<file path="src/rtl/operand_fetch_stage.sv">
// Operand fetch: reads the register file, forwards EX/MEM results, stalls on
// load-use hazards and registers resolved operands into the ID/EX register.
//
// Handshakes: a transfer happens on a rising edge where valid & ready are both
// high; valid never depends on ready, and ready may depend on valid.
module operand_fetch_stage #(
   parameter int PROC_DATA_WIDTH        = 16,
   parameter int PROC_REGFILE_LOG2_DEEP = 5,
   parameter int IMM_WIDTH              = 8,
   parameter int OP_WIDTH               = 4
) (
   input  logic                              clk_i,
   input  logic                              rst_i,
   input  logic                              flush_i,
   input  logic                              in_valid_i,
   output logic                              in_ready_o,
   input  logic [OP_WIDTH-1:0]               op_i,
   input  logic [PROC_REGFILE_LOG2_DEEP-1:0] rs1_addr_i,
   input  logic [PROC_REGFILE_LOG2_DEEP-1:0] rs2_addr_i,
   input  logic [PROC_REGFILE_LOG2_DEEP-1:0] rd_addr_i,
   input  logic                              rd_we_i,
   input  logic                              is_load_i,
   input  logic                              use_imm_i,
   input  logic [IMM_WIDTH-1:0]              imm_i,
   output logic [PROC_REGFILE_LOG2_DEEP-1:0] rf_read_addr1_o,
   output logic [PROC_REGFILE_LOG2_DEEP-1:0] rf_read_addr2_o,
   input  logic [PROC_DATA_WIDTH-1:0]        rf_read_data1_i,
   input  logic [PROC_DATA_WIDTH-1:0]        rf_read_data2_i,
   input  logic [PROC_REGFILE_LOG2_DEEP-1:0] ex_rd_addr_i,
   input  logic                              ex_rd_we_i,
   input  logic                              ex_is_load_i,
   input  logic [PROC_DATA_WIDTH-1:0]        ex_rd_data_i,
   input  logic [PROC_REGFILE_LOG2_DEEP-1:0] mem_rd_addr_i,
   input  logic                              mem_rd_we_i,
   input  logic [PROC_DATA_WIDTH-1:0]        mem_rd_data_i,
   output logic                              out_valid_o,
   input  logic                              out_ready_i,
   output logic [OP_WIDTH-1:0]               out_op_o,
   output logic [PROC_DATA_WIDTH-1:0]        out_a_o,
   output logic [PROC_DATA_WIDTH-1:0]        out_b_o,
   output logic [PROC_DATA_WIDTH-1:0]        out_store_data_o,
   output logic [PROC_REGFILE_LOG2_DEEP-1:0] out_rd_addr_o,
   output logic                              out_rd_we_o,
   output logic                              out_is_load_o,
   output logic [15:0]                       stall_count_o
);

   localparam int DW = PROC_DATA_WIDTH;
   localparam int AW = PROC_REGFILE_LOG2_DEEP;

   function automatic logic src_match(input logic [AW-1:0] r,
                                      input logic [AW-1:0] a,
                                      input logic          w);
      return (r != '0) && w && (r == a);
   endfunction

   // Priority: hard zero, then EX ALU result, then MEM result, then register file.
   function automatic logic [DW-1:0] fwd(input logic [AW-1:0] r,
                                         input logic [DW-1:0] rf_data,
                                         input logic [AW-1:0] ex_addr,
                                         input logic          ex_we,
                                         input logic          ex_ld,
                                         input logic [DW-1:0] ex_data,
                                         input logic [AW-1:0] mem_addr,
                                         input logic          mem_we,
                                         input logic [DW-1:0] mem_data);
      logic [DW-1:0] res;
      if (r == '0)
         res = '0;
      else if (src_match(r, ex_addr, ex_we) && !ex_ld)
         res = ex_data;
      else if (src_match(r, mem_addr, mem_we))
         res = mem_data;
      else
         res = rf_data;
      return res;
   endfunction

   logic                out_valid_q, out_valid_d;
   logic [OP_WIDTH-1:0] out_op_q, out_op_d;
   logic [DW-1:0]       out_a_q, out_a_d;
   logic [DW-1:0]       out_b_q, out_b_d;
   logic [DW-1:0]       out_sd_q, out_sd_d;
   logic [AW-1:0]       out_rd_addr_q, out_rd_addr_d;
   logic                out_rd_we_q, out_rd_we_d;
   logic                out_is_load_q, out_is_load_d;
   logic [15:0]         stall_count_q, stall_count_d;

   logic          adv;
   logic          idex_load_we;
   logic          ex_load_we;
   logic          hz;
   logic [DW-1:0] fwd_a;
   logic [DW-1:0] fwd_b;
   logic [DW-1:0] imm_ext;

   assign rf_read_addr1_o = rs1_addr_i;
   assign rf_read_addr2_o = rs2_addr_i;

   always_comb begin
      adv          = out_ready_i | ~out_valid_q;
      idex_load_we = out_rd_we_q & out_valid_q & out_is_load_q;
      ex_load_we   = ex_rd_we_i & ex_is_load_i;
      hz = in_valid_i &
           (src_match(rs1_addr_i, out_rd_addr_q, idex_load_we) |
            src_match(rs2_addr_i, out_rd_addr_q, idex_load_we) |
            src_match(rs1_addr_i, ex_rd_addr_i, ex_load_we)    |
            src_match(rs2_addr_i, ex_rd_addr_i, ex_load_we));
      fwd_a = fwd(rs1_addr_i, rf_read_data1_i, ex_rd_addr_i, ex_rd_we_i, ex_is_load_i,
                  ex_rd_data_i, mem_rd_addr_i, mem_rd_we_i, mem_rd_data_i);
      fwd_b = fwd(rs2_addr_i, rf_read_data2_i, ex_rd_addr_i, ex_rd_we_i, ex_is_load_i,
                  ex_rd_data_i, mem_rd_addr_i, mem_rd_we_i, mem_rd_data_i);
      imm_ext    = {{(DW-IMM_WIDTH){imm_i[IMM_WIDTH-1]}}, imm_i};
      in_ready_o = ~rst_i & (flush_i | (adv & ~hz));
   end

   always_comb begin
      out_valid_d   = out_valid_q;
      out_op_d      = out_op_q;
      out_a_d       = out_a_q;
      out_b_d       = out_b_q;
      out_sd_d      = out_sd_q;
      out_rd_addr_d = out_rd_addr_q;
      out_rd_we_d   = out_rd_we_q;
      out_is_load_d = out_is_load_q;
      stall_count_d = stall_count_q;
      if (flush_i) begin
         out_valid_d = 1'b0;
         out_rd_we_d = 1'b0;
      end else if (adv && in_valid_i && !hz) begin
         out_valid_d   = 1'b1;
         out_op_d      = op_i;
         out_a_d       = fwd_a;
         out_b_d       = use_imm_i ? imm_ext : fwd_b;
         out_sd_d      = fwd_b;
         out_rd_addr_d = rd_addr_i;
         out_rd_we_d   = rd_we_i;
         out_is_load_d = is_load_i;
      end else if (adv) begin
         out_valid_d   = 1'b0;
         out_rd_we_d   = 1'b0;
         out_is_load_d = 1'b0;
         if (hz && stall_count_q != 16'hFFFF)
            stall_count_d = stall_count_q + 16'd1;
      end
   end

   always_ff @(posedge clk_i) begin
      if (rst_i) begin
         out_valid_q   <= 1'b0;
         out_op_q      <= '0;
         out_a_q       <= '0;
         out_b_q       <= '0;
         out_sd_q      <= '0;
         out_rd_addr_q <= '0;
         out_rd_we_q   <= 1'b0;
         out_is_load_q <= 1'b0;
         stall_count_q <= '0;
      end else begin
         out_valid_q   <= out_valid_d;
         out_op_q      <= out_op_d;
         out_a_q       <= out_a_d;
         out_b_q       <= out_b_d;
         out_sd_q      <= out_sd_d;
         out_rd_addr_q <= out_rd_addr_d;
         out_rd_we_q   <= out_rd_we_d;
         out_is_load_q <= out_is_load_d;
         stall_count_q <= stall_count_d;
      end
   end

   assign out_valid_o      = out_valid_q;
   assign out_op_o         = out_op_q;
   assign out_a_o          = out_a_q;
   assign out_b_o          = out_b_q;
   assign out_store_data_o = out_sd_q;
   assign out_rd_addr_o    = out_rd_addr_q;
   assign out_rd_we_o      = out_rd_we_q;
   assign out_is_load_o    = out_is_load_q;
   assign stall_count_o    = stall_count_q;

endmodule

</file>
<file path="config.mk">
export PLATFORM = sky130hd
export DESIGN_NAME = operand_fetch_stage
export DESIGN_NICKNAME = d
export VERILOG_FILES = /design/src/rtl/operand_fetch_stage.sv
export SDC_FILE = /design/constraint.sdc
export NUM_CORES = 1
export LEC_CHECK = 0
export BUFFER_PORTS_ARGS = -buffer_cell sky130_fd_sc_hd__buf_4
export CAP_MARGIN = 30
export CORE_MARGIN = 2
export CORE_UTILIZATION = 43
export DETAILED_ROUTE_END_ITERATION = 16
export PLACE_DENSITY = 0.78
export SLEW_MARGIN = 10
export SYNTH_ARGS = -nofsm -noshare
export SYNTH_HDL_FRONTEND = slang
export SYNTH_SLANG_ARGS = --single-unit
</file>
<file path="constraint.sdc">
create_clock -name clk_i -period 2.09 [get_ports clk_i]
set_input_delay 0.3135 -clock clk_i [delete_from_list [all_inputs] [get_ports clk_i]]
set_output_delay 0.3135 -clock clk_i [all_outputs]
set_load 0.01 [all_outputs]
</file>
Yosys cells after proc, flatten, opt, wreduce, memory -nomap -nowiden

Cells that the tools add are included.

Register bits: 76
Bits of input ports: 112
Output and inout bits: 87
Word-level logic and storage cells: 76

$add $sub $neg: 1
Equality and inequality tests: 7
Multiplexer cells: 11
Bitwise gates (word level): 16
Reductions and logical operators: 32

Operators with widths:

| kind                    | count |
|---|---|
| $mux W16                | 7 |
| $eq A5 B5 Y1            | 6 |
| $logic_and A1 B1 Y1     | 21 |
| $add A16 B1 Y16 const B | 1 |
| $ne A16 B16 Y1 const B  | 1 |
| $logic_not A5 Y1        | 2 |
| $reduce_bool A5 Y1      | 2 |
| $and A1 B1 Y1           | 6 |
| $not A1 Y1              | 5 |
| $or A1 B1 Y1            | 5 |
| $mux W1                 | 4 |
| $reduce_and A2 Y1       | 2 |
| $reduce_and A4 Y1       | 1 |
| $logic_not A1 Y1        | 2 |
| $reduce_bool A2 Y1      | 1 |
| $reduce_or A2 Y1        | 1 |

Logic depth before layout (Yosys ltp)

Gate-level depths: netlist of run 1.

Depth in word-level cells: 12
Mapped depth: 10
Gate-level depth less buffers: 7

Worst setup path before layout of run 1

OpenSTA, ideal clock, no wires.

Path kind: input to output
Start point: input port rs1_addr_i[1]
End point: output port in_ready_o
Data arrival time: 1.930 ns
Data required time: 1.776 ns
Setup slack: -0.153 ns
Stages on the path: 7
Buffers on the path: 0
Path through: or4_4 nor2_4 nor4_1 o2111ai_4 nand2_1 a21oi_1 o21a_1

Cells in the longest elaborated chain, start to end: 11
Elaborated cells on any way between the ends: 15

RTL lines:

| what                              | line | source |
|---|---|---|
| start, declared                   | 18   | `input logic [PROC_REGFILE_LOG2_DEEP-1:0] rs1_addr_i,` |
| $reduce_bool A5 Y1                | 54   | `return (r != '0) && w && (r == a);` |
| $logic_and A1 B1 Y1 (2 in series) | 54   |  |
| $or A1 B1 Y1                      | 105  | `(src_match(rs1_addr_i, out_rd_addr_q, idex_load_we) \|` |
| $or A1 B1 Y1 *                    | 106  | `src_match(rs2_addr_i, out_rd_addr_q, idex_load_we) \|` |
| $or A1 B1 Y1 *                    | 107  | `src_match(rs1_addr_i, ex_rd_addr_i, ex_load_we) \|` |
| $and A1 B1 Y1 *                   | 104  | `hz = in_valid_i &` |
| $not A1 Y1 *                      | 114  | `in_ready_o = ~rst_i & (flush_i \| (adv & ~hz));` |
| $and A1 B1 Y1 *                   | 114  |  |
| $or A1 B1 Y1 *                    | 114  |  |
| $and A1 B1 Y1 *                   | 114  |  |
| end, declared                     | 16   | `output logic in_ready_o,` |

Every way passes the cells marked *; elsewhere a longest branch is shown, timed or not.

Final worst setup path of run 1

Start point: register out_rd_addr_q[2] (netlist: out_rd_addr_o[2])
End point: output port in_ready_o

Cells in the longest elaborated chain, start to end: 10
Elaborated cells on any way between the ends: 12

RTL lines:

| what                   | line | source |
|---|---|---|
| start, declared        | 84   | `logic [AW-1:0] out_rd_addr_q, out_rd_addr_d;` |
| start signal, assigned | 165  | `out_rd_addr_q <= out_rd_addr_d;` |
| $eq A5 B5 Y1           | 54   |  |
| $logic_and A1 B1 Y1    | 54   |  |
| $or A1 B1 Y1 *         | 105  |  |
| $or A1 B1 Y1 *         | 106  |  |
| $or A1 B1 Y1 *         | 107  |  |
| $and A1 B1 Y1 *        | 104  |  |
| $not A1 Y1 *           | 114  |  |
| $and A1 B1 Y1 *        | 114  |  |
| $or A1 B1 Y1 *         | 114  |  |
| $and A1 B1 Y1 *        | 114  |  |

Marked as above.

==> summary.txt, run 1 <==
Floorplan
  • DIE WIDTH: 107 um
  • Die Ht: 107 um
  • Core ar.: 10300 um^2
  • Initial core utilization: 44.1%
  • FP Rows: 37
  • # IOs: 199
  • DIE AREA: 11400 um^2

STA
  • Final hold vios: 0
  • Worst Hold Slack: 185 ps
  • Setup tns final: -9480 ps
  • Pins over their slew limit: 0
  • Worst-margin pin slew: 1070 ps
  • Final setup fails: 64
  • RSZ-0062 raised after global routing: true
  • Fmax: 409 MHz
  • Clock Skew: 22.6 ps
  • Period minus WS final: 2450 ps
  • Final period util: 117%
  • Slew headroom: 28.9%
  • Final WS setup: -355 ps

Clock tree
  • CTS tree: yes
  • CTS sink count: 76
  • Number of buffers created by CTS: 9
  • CTS Buffer Depth: 2
  • Clock latency on the worst-skew pair: 360 ps
  • CTS clock-pin slew for the worst setup and hold paths: 90 ps
  • Number of H-tree levels: 3
  • Root buffer cell: clkbuf_8

Synth
  • Yosys reg bits: 76
  • Yosys warnings: 0
  • Synth Net Count: 632
  • Synth Instances: 519
  • Cell variety after synth: 48
  • Post-synth top area share: 33.6%
  • Most common cell in the netlist: dfxtp_1
  • Number of synthesized flops with an enable pin: 0
  • Top cells by instance count after synthesis: dfxtp_1, o21ai_0, a21oi_1, mux2i_1, nor3_1
  • Asr flop ratio synth: 0%
  • Ranking of synthesized cells by area: dfxtp_1, mux2i_1, o21ai_0, a21oi_1, a2111oi_2
  • Mapped Area: 4530 um^2
  • Post-synth top area cell: dfxtp_1
  • Top FF cell, synth: dfxtp_1
  • Syn Area/Cell: 8.72 um^2
  • Sequential share of the synthesized area: 33.6%

Detailed routing
  • Post-DRT Antenna Nets: 0
  • DRT iter0 DRCs: 381
  • DRC viols: 0
  • Vias/cell: 5.96
  • Initial DRT Pass Iterations: 5
  • DR WL/cell: 20.9 um
  • Drt total wl: 19300 um
  • DR vias: 5528

Global route
  • GRT Util Overall: 30.6%
  • Initial antenna violation count: 0
  • GR Overflow Total: 0
  • Vias in the first global route: 5306
  • Largest net degree at the start of global routing: 65
  • Global-route wire length before repair: 27500 um

Critical path
  • Worst Setup Start Kind: flop
  • Crit end category: primary output
  • Worst Path Required: 1780 ps
  • Critical-path maximum fanout: 3
  • Arrival @ worst endpoint: 2130 ps
  • Critical path type: reg -> out

Power and ir drop
  • Pwr Density: 484 nW/um^2
  • Static leakage: 0.00336 uW
  • Worst vdd ir: 0.426 mV
  • Pwr Total: 3860 uW

Final layout
  • Fillers: 639
  • Nets: 899
  • Final instance area: 7990 um^2
  • P&R area growth vs syn: 76.5%
  • Diodes inserted: 0
  • Share of cells above drive strength 1: 54.0%

Run status
  • Failing checks: setup timing
  • Status: finished, violations left

Place
  • Final RePlAce weighted congestion: 0.876
  • DP HPWL: 12300 um
  • Dpl cell area: 6570 um^2
  • IO buf count: 198

Worst hold path
  • HP Class: in -> reg

Flow run
  • Max Cap Viol: 0
[placed cells by master, fill, tap and decap left out, types with 6 or more instances in the layout]
| master | Yosys | routed |
|---|---|---|
| a31o_2 | 19 | 18 |
| nor3_1 | 30 | 21 |
| a211oi_2 | 0 | 10 |
| nand3_1 | 13 | 10 |
| a31o_1 | 12 | 12 |
| dfxtp_1 | 76 | 73 |
| clkbuf_8 | 0 | 11 |
| nor2_1 | 26 | 26 |
| buf_6 | 1 | 27 |
| nor3_2 | 0 | 9 |
| nand4_1 | 9 | 9 |
| a211oi_1 | 25 | 12 |
| mux2i_1 | 42 | 41 |
| buf_4 | 13 | 258 |
| xnor2_1 | 16 | 12 |
| a21oi_1 | 42 | 21 |
| a21oi_4 | 0 | 9 |
| nand2_1 | 14 | 12 |
| a2111oi_4 | 0 | 16 |
| xor2_1 | 15 | 15 |
| nand2b_1 | 6 | 6 |
| a21oi_2 | 1 | 13 |
| inv_1 | 11 | 11 |
| o21ai_0 | 50 | 47 |
| buf_12 | 0 | 11 |
[critical path, stage by stage (launching register included)]
cell,delay [ps]
dfxtp_4,360
xnor2_2,130
nand3_2,120
nor4_4,410
o2111ai_4,170
buf_6,150
nand2_4,70
a21oi_2,50
o21a_1,190
buf_6,120
[cell families after synthesis]
group	Yosys count	synth area share, %
mux	43	9.53
xor+xnor	31	6.00
fa+ha+maj	1	0.276
compound gates	184	29.4
flops	76	33.6
buf+inv	61	6.58
simple gates	123	14.6
[path summary, 6_finish.rpt]
path              cells after the start                          start  slack, ps                       endpoint
setup / recovery                      9  out_rd_addr_o[2]$_SDFFE_PP0P_       -360                     in_ready_o
hold / removal                        3                        op_i[1]        190       out_op_o[1]$_SDFFE_PP0P_
setup reg to reg                     12  out_rd_addr_o[2]$_SDFFE_PP0P_       -330  stall_count_o[7]$_SDFFE_PP0P_
hold reg to reg                       1       out_a_o[10]$_SDFFE_PP0P_        500       out_a_o[10]$_SDFFE_PP0P_
[final cells by class]
cell class                      count  area (um^2)  share of cell area, %
Sequential cell                    76         1530                   19.2
Timing Repair Buffer              304         2650                   33.2
Inverter                           11         41.3                  0.517
Clock inverter                      5         65.1                  0.814
Tap cell                          136          170                   2.13
Clock buffer                       11          151                   1.89
Multi-Input combinational cell    384         3380                   42.3
[through the flow]
stage               std cells  setup WS, ps  utilization (%)
global route              927          -457             77.7
floorplan                 519         -89.9                -
detailed placement        873          -481             63.9
finish                    927          -355             77.7
global placement          873          -387             63.9
CTS                       913          -278             71.1
[registers in the layout, summed over array words and instances (netlist names)]
signal	flops
out_is_load_o	1
stall_count_o	16
out_rd_we_o	1
out_op_o	4
out_valid_o	1
out_a_o	16
out_store_data_o	16
out_rd_addr_o	5
out_b_o	16
[metal layers]
layer	global-route usage (%)	routed length (um)	vias to the layer above
met5	0	0	-
met3	7.84	1700	66
met2	52.7	9680	311
met1	35.8	7200	2664
li1	-	-	2487
met4	13.8	760	0
[power breakdown]
part           switching, uW  internal, uW
logic                    498           541
registers               56.8          1510
clock network            622           633
total                   1180          2690
[timing repair]
item                       in CTS  in global routing
pin swaps                      28                 43
hold endpoints to repair        0                  0
cloned                          8                  2
buffers inserted               17                 16
hold buffers                    0                  0
setup endpoints to repair      32                 74
gates resized for setup        55                 96
Note: power is estimated with default switching activity, not from simulation.
==> inputs of run 2 (changes only) <==
- CAP_MARGIN: 30 -> unset
- PLACE_DENSITY: 0.78 -> 0.77
- RECOVER_POWER: unset -> 100
==> run 2 against run 1 <==
The flow still finishes with violations (setup timing); clock skew is 8.9 ps lower; die area stayed put; final area is 5.1% lower; utilization is 3.9 points lower; clock power is 15% lower; register-to-register slack better by 160 ps; routed wire length is 8.3% lower; worst hold slack better by 2.7 ps; critical path depth is 1 higher; highest routed layer unchanged.
==> summary.txt, run 2 (synthesis results as in run 1) <==
Final layout
  • Commonest non-fill, non-tap cells in the layout: buf_4, dfxtp_1, clkbuf_1 (was buf_4, dfxtp_1, o21ai_0)
  • P&R area growth vs syn: 67.5% (was 76.5%)
  • Share of cells above drive strength 1: 46.0% (was 54.0%)
  • Fillers: 751 (was 639)
  • Diodes inserted: 0 (unchanged)
  • Fin util: 73.8% (was 77.7%)
  • Nets: 892 (was 899)
  • Commonest non-fill, non-tap cell in the layout: buf_4 (unchanged)

Critical path
  • Crit path to: in_ready_o (unchanged)
  • Critical-path maximum fanout: 3 (unchanged)
  • Worst Setup Start Kind: primary input (was flop)
  • Start of the worst register-to-register path: out_rd_addr_o[3]$_SDFFE_PP0P_ (was out_rd_addr_o[2]$_SDFFE_PP0P_)
  • Worst-case reg-to-reg path depth: 12 (unchanged)
  • Critical Path Most Common Cell: buf_6 (unchanged)
  • Worst Path Required: 1780 ps (about the same)
  • Critical path type: in -> out (was reg -> out)
  • CP Launch Point: rs1_addr_i[3] (was out_rd_addr_o[2]$_SDFFE_PP0P_)
  • Crit end category: primary output (unchanged)
  • CP Cell Sequence: buf_4, or4_4, nor2_4, nor4_4, o2111ai_4, buf_6, nand2_4, a21oi_2, o21a_1, buf_6 (was xnor2_2, nand3_2, nor4_4, o2111ai_4, buf_6, nand2_4, a21oi_2, o21a_1, buf_6)
  • Slowest CP cell: or4_4 (was nor4_4)
  • Reg2Reg Setup Slack: -170 ps (was -330 ps)
  • Max incr delay on CP: 540 ps (was 410 ps)
  • FF-to-FF End: stall_count_o[6]$_SDFFE_PP0P_ (was stall_count_o[7]$_SDFFE_PP0P_)
  • Arrival @ worst endpoint: 1990 ps (was 2130 ps)

Detailed routing
  • Vias/cell: 5.83 (was 5.96)
  • Post-DRT Antenna Nets: 0 (unchanged)
  • Initial DRT Pass Iterations: 8 (was 5)
  • Drt total wl: 17700 um (was 19300 um)
  • DR WL/cell: 19.3 um (was 20.9 um)
  • DRC viols: 0 (unchanged)
  • DRT iter0 DRCs: 345 (was 381)
  • DR vias: 5363 (was 5528)

Floorplan
  • FP Rows: 37 (unchanged)
  • Core ar.: 10300 um^2 (unchanged)
  • Die Ht: 107 um (unchanged)
  • Initial core utilization: 44.1% (unchanged)
  • DIE AREA: 11400 um^2 (unchanged)
  • # IOs: 199 (unchanged)
  • DIE WIDTH: 107 um (unchanged)

Place
  • IO buf count: 198 (unchanged)
  • DP HPWL: 12400 um (was 12300 um)
  • Placement Setup Slack: -379 ps (was -481 ps)
  • Final RePlAce weighted congestion: 0.883 (was 0.876)

Power and ir drop
  • Pwr Density: 474 nW/um^2 (was 484 nW/um^2)
  • Worst vdd ir: 0.435 mV (was 0.426 mV)
  • Static leakage: 0.00302 uW (was 0.00336 uW)

Worst hold path
  • HP Class: in -> reg (unchanged)
  • Hold Startpoint: op_i[1] (unchanged)

STA
  • Final period util: 110% (was 117%)
  • Worst-margin pin slew: 708 ps (was 1070 ps)
  • Clock Skew: 13.6 ps (was 22.6 ps)
  • Final setup fails: 74 (was 64)
  • Final hold vios: 0 (unchanged)
  • Final WS setup: -213 ps (was -355 ps)
  • Slew headroom: 52.8% (was 28.9%)
  • Period minus WS final: 2300 ps (was 2450 ps)
  • Pins over their slew limit: 0 (unchanged)
  • RSZ-0062 raised after global routing: true (unchanged)
  • Fmax: 434 MHz (was 409 MHz)

Clock tree
  • CTS Buffer Depth: 2 (unchanged)
  • Clock latency on the worst-skew pair: 350 ps (was 360 ps)
  • Number of buffers created by CTS: 9 (unchanged)
  • CTS tree: yes (unchanged)
  • Hold-fix buffers at CTS: 0 (unchanged)
  • Number of H-tree levels: 3 (unchanged)
  • Root buffer cell: clkbuf_8 (unchanged)
  • CTS sink count: 76 (unchanged)
  • CTS clock-pin slew for the worst setup and hold paths: 100 ps (was 90 ps)

Flow run
  • Max Cap Viol: 0 (unchanged)

Global route
  • Largest net degree at the start of global routing: 66 (was 65)
  • GRT Util Overall: 28.1% (was 30.6%)
  • Vias in the first global route: 5067 (was 5306)
  • Initial antenna violation count: 0 (unchanged)
  • GR Overflow Total: 0 (unchanged)
  • Global-route wire length before repair: 25600 um (was 27500 um)

Run status
  • Status: finished, violations left (unchanged)
  • Failing checks: setup timing (unchanged)
==> run 2: cell types whose count changed in the layout (fill, tap and decap cells not counted), sizes merged <==
cell      before  now
inv           14   15
clkbuf        13   81
buf          302  227
clkinv         1    2
bufinv         1    0
clkinvlp       0    1
nand3         16   14
==> run 2: how the worst min path moves through the flow <==
stage | end | cells past startpoint | slack (ps)
floorplan | out_op_o[0]$_SDFFE_PP0P_ | 2 | 460
global placement | out_store_data_o[6]$_SDFFE_PP0P_ | 1 | 460
detailed placement | out_store_data_o[12]$_SDFFE_PP0P_ | 1 | 470
CTS | out_op_o[1]$_SDFFE_PP0P_ | 3 | 170
global route | out_op_o[1]$_SDFFE_PP0P_ | 3 | 180
finish | out_op_o[1]$_SDFFE_PP0P_ | 3 | 190
==> run 2: area by class of cell <==
type | count | area [um^2] | share of cell area [%]
Multi-Input combinational cell | 382 | 3350 | 44.1
Timing Repair Buffer | 299 | 2320 | 30.6
Sequential cell | 76 | 1530 | 20.1
Tap cell | 136 | 170 | 2.24
Clock buffer | 9 | 124 | 1.63
Clock inverter | 7 | 55.1 | 0.726
Inverter | 11 | 41.3 | 0.544
==> run 2: through the flow <==
step                      TNS (ps)  std cells  power [uW]  area, um^2  hold WS [ps]
after floorplan              -2060        519        1950        4570           457
after global placement      -18600        881        2420        6690           463
after detailed placement    -21320        881        2450        6690           470
after CTS                    -1160        905        3540        7130           170
after global routing        -13500        920        3740        7590           178
final                        -7250        920        3590        7590           188
==> run 2: critical path: cells and delay by family <==
| family | cells | cell delay, ps |
|---|---|---|
| AND/OR/NAND/NOR | 4 | 840 |
| AO/OA/AOI/OAI | 3 | 460 |
| buffers and inverters | 3 | 360 |
==> run 2: repair_timing <==
| item | in CTS | in global routing |
|---|---|---|
| endpoints found under the setup margin | 14 | 68 |
| setup buffers | 8 | 10 |
| resized for setup | 44 | 82 |
| cloned | 1 | 6 |
| pin swaps | 23 | 23 |
==> run 2: power breakdown <==
part / internal, uW / switching (uW) / total [uW]
registers: 1510 / 49.5 / 1560
clock network: 449 / 613 / 1060
logic: 482 / 487 / 970
==> run 2: layer usage <==
metal	track usage (%)	vias up	part of all wire (%)	routed length, um
met1	34.0	2588	39	6950
li1	-	2463	-	-
met3	6.44	34	7.5	1330
met2	49.8	278	51	9000
met5	0	-	0	0
met4	8.26	0	2.6	456
